**config.mk**
```make
export PLATFORM = sky130hd
export DESIGN_NAME = i2c_bus_arbiter
export DESIGN_NICKNAME = d
export VERILOG_FILES = /design/src/rtl/i2c_bus_arbiter.sv
export SDC_FILE = /design/constraint.sdc
export NUM_CORES = 1
export LEC_CHECK = 0
export ABC_CLOCK_PERIOD_IN_PS = 2000
export CORE_UTILIZATION = 35
export DETAILED_ROUTE_END_ITERATION = 7
export SLEW_MARGIN = 25
export SYNTH_ARGS = -nofsm -noshare
export SYNTH_HDL_FRONTEND = slang
export SYNTH_SLANG_ARGS = --single-unit
```
**constraint.sdc**
```tcl
create_clock -name clk -period 2 [get_ports clk]
set_input_delay 0.4 -clock clk [delete_from_list [all_inputs] [get_ports clk]]
set_output_delay 0.4 -clock clk [all_outputs]
set_load 0.03 [all_outputs]
```
**src/rtl/i2c_bus_arbiter.sv**
```systemverilog
// Round-robin arbiter/sequencer granting the shared I2C byte engine to two clients.
// Optional watchdog with ERR state when I2C_ARB_TIMEOUT_EN is defined.
module i2c_bus_arbiter #(
    parameter int PAGE_BYTES = 64,
    parameter int TO_CYCLES  = 4096,
    parameter int CNT_W      = 13
) (
    input  logic       clk,
    input  logic       rst_n,
    input  logic       req0,
    input  logic       req1,
    input  logic       wr0,
    input  logic       wr1,
    output logic       gnt0,
    output logic       gnt1,
    output logic       done0,
    output logic       done1,
    output logic       err0,
    output logic       err1,
    output logic       byte_stb,
    output logic [6:0] byte_cnt,
    output logic       eng_wr,
    output logic       eng_rd,
    input  logic       eng_ack,
    input  logic       eng_done
);

    typedef enum logic [2:0] {
        IDLE,
        ISSUE,
        ACTIVE,
`ifdef I2C_ARB_TIMEOUT_EN
        ERR,
`endif
        DONE
    } state_t;

    state_t     state_q, state_d;
    logic       owner_q, owner_d;
    logic       wr_q, wr_d;
    logic       last_q, last_d;
    logic [6:0] cnt_q, cnt_d;
    logic [1:0] gnt_q, gnt_d;
    logic [1:0] done_q, done_d;
    logic       stb_q, stb_d;
    logic       ewr_q, ewr_d;
    logic       erd_q, erd_d;
`ifdef I2C_ARB_TIMEOUT_EN
    logic [1:0]       err_q, err_d;
    logic [CNT_W-1:0] wd_q, wd_d;
`endif

    always_comb begin
        state_d = state_q;
        owner_d = owner_q;
        wr_d    = wr_q;
        last_d  = last_q;
        cnt_d   = cnt_q;
        gnt_d   = gnt_q;
        done_d  = 2'b00;
        stb_d   = 1'b0;
        ewr_d   = 1'b0;
        erd_d   = 1'b0;
`ifdef I2C_ARB_TIMEOUT_EN
        err_d   = 2'b00;
        wd_d    = wd_q;
`endif
        unique case (state_q)
            IDLE: begin
                if (req0 || req1) begin
                    // on a tie, the client that did not own the engine last wins
                    owner_d = (req0 && req1) ? ~last_q : req1;
                    wr_d    = owner_d ? wr1 : wr0;
                    cnt_d   = 7'd0;
                    gnt_d   = owner_d ? 2'b10 : 2'b01;
                    ewr_d   = wr_d;
                    erd_d   = ~wr_d;
                    state_d = ISSUE;
`ifdef I2C_ARB_TIMEOUT_EN
                    wd_d    = '0;
`endif
                end
            end
            ISSUE, ACTIVE: begin
                if (state_q == ISSUE) begin
                    state_d = ACTIVE;
                end
                if (eng_ack) begin
                    stb_d = 1'b1;
                    if (cnt_q != 7'(PAGE_BYTES)) begin
                        cnt_d = cnt_q + 7'd1;
                    end
`ifdef I2C_ARB_TIMEOUT_EN
                    wd_d = '0;
`endif
                end
                if (eng_done) begin
                    state_d         = DONE;
                    gnt_d           = 2'b00;
                    done_d[owner_q] = 1'b1;
                end
`ifdef I2C_ARB_TIMEOUT_EN
                else if (state_q == ACTIVE && !eng_ack) begin
                    wd_d = wd_q + 1'b1;
                    if (wd_d == CNT_W'(TO_CYCLES)) begin
                        state_d        = ERR;
                        gnt_d          = 2'b00;
                        err_d[owner_q] = 1'b1;
                    end
                end
`endif
            end
`ifdef I2C_ARB_TIMEOUT_EN
            ERR,
`endif
            DONE: begin
                last_d  = owner_q;
                state_d = IDLE;
            end
            default: state_d = IDLE;
        endcase
    end

    always_ff @(posedge clk or negedge rst_n) begin
        if (!rst_n) begin
            state_q <= IDLE;
            owner_q <= 1'b0;
            wr_q    <= 1'b0;
            last_q  <= 1'b1;
            cnt_q   <= 7'd0;
            gnt_q   <= 2'b00;
            done_q  <= 2'b00;
            stb_q   <= 1'b0;
            ewr_q   <= 1'b0;
            erd_q   <= 1'b0;
`ifdef I2C_ARB_TIMEOUT_EN
            err_q   <= 2'b00;
            wd_q    <= '0;
`endif
        end else begin
            state_q <= state_d;
            owner_q <= owner_d;
            wr_q    <= wr_d;
            last_q  <= last_d;
            cnt_q   <= cnt_d;
            gnt_q   <= gnt_d;
            done_q  <= done_d;
            stb_q   <= stb_d;
            ewr_q   <= ewr_d;
            erd_q   <= erd_d;
`ifdef I2C_ARB_TIMEOUT_EN
            err_q   <= err_d;
            wd_q    <= wd_d;
`endif
        end
    end

    assign gnt0     = gnt_q[0];
    assign gnt1     = gnt_q[1];
    assign done0    = done_q[0];
    assign done1    = done_q[1];
    assign byte_stb = stb_q;
    assign byte_cnt = cnt_q;
    assign eng_wr   = ewr_q;
    assign eng_rd   = erd_q;
`ifdef I2C_ARB_TIMEOUT_EN
    assign err0     = err_q[0];
    assign err1     = err_q[1];
`else
    assign err0     = 1'b0;
    assign err1     = 1'b0;
`endif

endmodule

```
==> reports/results.txt <==
Run status = complete, no violations
DRC errors left = 0
Clock Skews = 0.00220 ns
Die area = 3000 sq um
Cell Chain, Critical Path = clkdlybuf4s50_1
Yosys reg bits = 18
Final global-route overflow total = 0
Setup Crit Path Kind = reg -> out
Worst Path Required = 1.60 ns
Predominant post-synthesis flop cell = dfrtp_1
Initial antenna violation count = 0
Total number of yosys warnings = 0
RSZ-0062 raised after global routing = no
Post-CTS setup buffer count = 0
IO Pins = 24
Starting density of the core = 0.383
Library cell used as clock root buffer = clkbuf_4
Netlist area before placement = 975 sq um
Post-route cell area = 1280 sq um
Die width = 54.8 microns
Detailed placer's ending HPWL = 1540 microns
Number of global-route vias before repair = 771
Placement Cell Area = 1240 sq um
Static Leakage = 0.592 nW
WP data arrival = 1.49 ns
CP startpoint kind = register
Placement Rows = 18
Antenna fix cells = 0
Pin count of the biggest net entering global routing = 11
Peak supply drop = 680 uV
Unique cell type count in the Yosys netlist = 33
Time the worst path needs with I/O delays and setup = 1.89 ns
Number of buffer and inverter stages on the critical path = 1
Worst setup slack after layout = 0.114 ns
Worst r2r path cells = 7
Routed Wire Length = 2050 microns
Sequential fraction of the synthesis area = 0.463
Latest clock arrival within the worst-skew pair = 0.30 ns
Post-synthesis adder-cell area fraction = 0.0770
Total number of vias = 789
Final non-filler cell total = 152
Number of buffers created by CTS = 3
Final routed wire length divided by cell count = 13.5 microns
DR iter-0 viols = 4
Slowest cell on the critical path = clkdlybuf4s50_1
CTS tree = built
Final total negative setup slack = 0 ns
Biggest area contributors in the synthesized netlist = dfrtp_1 (44%), ha_1 (7.7%), o21ai_0 (4.6%)
Multiplexer share of the synthesized area = 0.0488
Power density relative to cell area = 1570 nW/um^2
Number of max-capacitance violations reported = 0
Clock Path Buffers = 2
RD Place Congestion = 0.789
Endpoints failing hold = 0
Final period utilization = 0.943
Worst-case setup slack after placement = 0.147 ns
Count of hold-fix buffers inserted at cts = 0
Total count of max-transition violations in the final report = 0
Vertical die dimension = 54.8 microns
Number of gates given a new drive strength after cts = 0
Main combinational cell family by area after synthesis = compound AO/OA/AOI/OAI gates
Post-placement cell count = 148
Clock sink count = 18
Core Region = 2540 sq um
Simple-gate share of the synthesized area = 0.145
Share of the synthesized netlist area taken by xor and xnor gates = 0
Routed via count divided by cell count = 5.19
Hold crit path type = in -> async
Highest attainable clock frequency = 0.530 GHz
Nature of the critical path endpoint = output pin
Number of H-tree levels = 1
Final setup violation count = 0
Count of nets left with antenna violations after detail routing = 0
Router iterations before antenna repair = 4
Wire length of the first global-routing pass = 3440 microns
Instance count of the mapped netlist = 93
Average instance area after synthesis = 10.5 sq um
Largest fanout on the critical path = 7
Synth async-reset ratio = 1.00
Library cell occupying the most area in the post-synthesis netlist = dfrtp_1
Quantity of I/O buffers inserted on ports = 21
Share of the synthesized area in the top cell type = 0.436
Total Nets Final = 137
Largest stage delay on the critical path = 0.72 ns
Number of flops mapped to enable cells by yosys = 0
Layout cells sized above 1 = 0.172
Register clock-pin slew on the reported worst setup and hold paths = 0.11 ns
Area overhead of the layout relative to synthesis = 31.1%
Share of the synthesized area in compound gates (AO/OA/AOI/OAI) = 0.196
Total track usage = 0.166
Largest delay contributor family on the critical path = buffers and inverters
Count of cell instances traversed by the critical path = 1
[routing by layer]
metal,part of all wire,vias up,global-route usage
met3,0.048,2,0.0333
met4,0.0054,0,0.0769
met5,0,-,0
li1,-,385,-
met2,0.48,23,0.261
met1,0.47,379,0.215
[power breakdown]
| part | switching (W) | internal (W) | total (W) |
|---|---|---|---|
| clock | 0.000122 | 0.000111 | 0.000233 |
| sequential | 0.0000883 | 0.000495 | 0.000583 |
| combinational | 0.000647 | 0.000541 | 0.00119 |
| total | 0.000857 | 0.00115 | 0.00200 |
[worst register-to-register path, delay by kind of cell (launching register included)]
| kind | cells | cell delay, ns |
|---|---|---|
| AND/OR/NAND/NOR | 1 | 0.12 |
| multiplexers | 1 | 0.26 |
| adder cells (fa/ha/maj) | 1 | 0.42 |
| buffers and inverters | 2 | 0.23 |
| flip-flops | 1 | 0.39 |
| AO/OA/AOI/OAI | 2 | 0.34 |
[cell type report]
| type | instances | area [sq um] |
|---|---|---|
| clock buffers | 4 | 36.3 |
| fillers | 240 | 1270 |
| inverters | 7 | 26.3 |
| multi-input cells | 65 | 463 |
| flip-flops and latches | 18 | 452 |
| well taps | 30 | 37.5 |
| repair buffers | 28 | 263 |
[cells in the mapped netlist, types with 2 or more instances]
| master | n |
|---|---|
| nor2_1 | 5 |
| nand2_1 | 7 |
| a31oi_1 | 2 |
| mux2_2 | 2 |
| buf_4 | 2 |
| ha_1 | 6 |
| buf_6 | 2 |
| dfrtp_1 | 17 |
| and3_1 | 2 |
| inv_1 | 7 |
| nand3_1 | 4 |
| o21ai_0 | 9 |
| and2_1 | 3 |
| o31ai_1 | 5 |
| a22o_2 | 2 |
[through the flow]
stage	hold WS, ns	util	power, W
after floorplan	0.104	-	0.00140
after global placement	0.485	0.488	0.00177
after detailed placement	0.483	0.488	0.00178
after CTS	0.418	0.502	0.00202
after global routing	0.425	0.502	0.00217
final	0.405	0.502	0.00200
[cell families (layout without fill, tap and decap cells)]
logic type,count (synthesis),count (layout)
muxes,4,4
DFF,18,18
adders and majority gates,6,6
AOI/OAI and AO/OA,26,26
and+or+nand+nor,27,27
other,1,2
buffers and inverters,11,39
[placed cells by master, fill, tap and decap left out, types with 2 or more instances in the layout]
cell type        count
inv_1                7
ha_1                 6
o21ai_0              9
buf_4                7
dfrtp_1             17
nand3_1              4
clkbuf_4             3
mux2_2               2
nand2_1              7
a22o_2               2
o31ai_1              5
a31oi_1              2
conb_1               2
and2_1               3
and3_1               2
nor2_1               5
clkdlybuf4s50_1     21
[path summary, 6_finish.rpt]
check	from	end	slack [ns]
worst max-delay path	byte_cnt[1]$_DFFE_PN0P_	byte_cnt[1]	0.11
worst min-delay path	rst_n	byte_cnt[5]$_DFFE_PN0P_	0.40
worst max register to register	state_q[1]$_DFFE_PN0P_	byte_cnt[0]$_DFFE_PN0P_	0.14
worst min register to register	owner_q$_DFFE_PN0P_	done_q[0]$_DFF_PN0_	0.50
max in group asynchronous	rst_n	byte_cnt[3]$_DFFE_PN0P_	1.11
min in group clk	owner_q$_DFFE_PN0P_	done_q[0]$_DFF_PN0_	0.50
[state kept, by name, summed over array words and instances, names as in the netlist]
name / count
gnt_q: 2
eng_rd: 1
byte_cnt: 7
done_q: 2
eng_wr: 1
state_q: 2
last_q: 1
owner_q: 1
byte_stb: 1
Power figures use the tool's default switching activity.
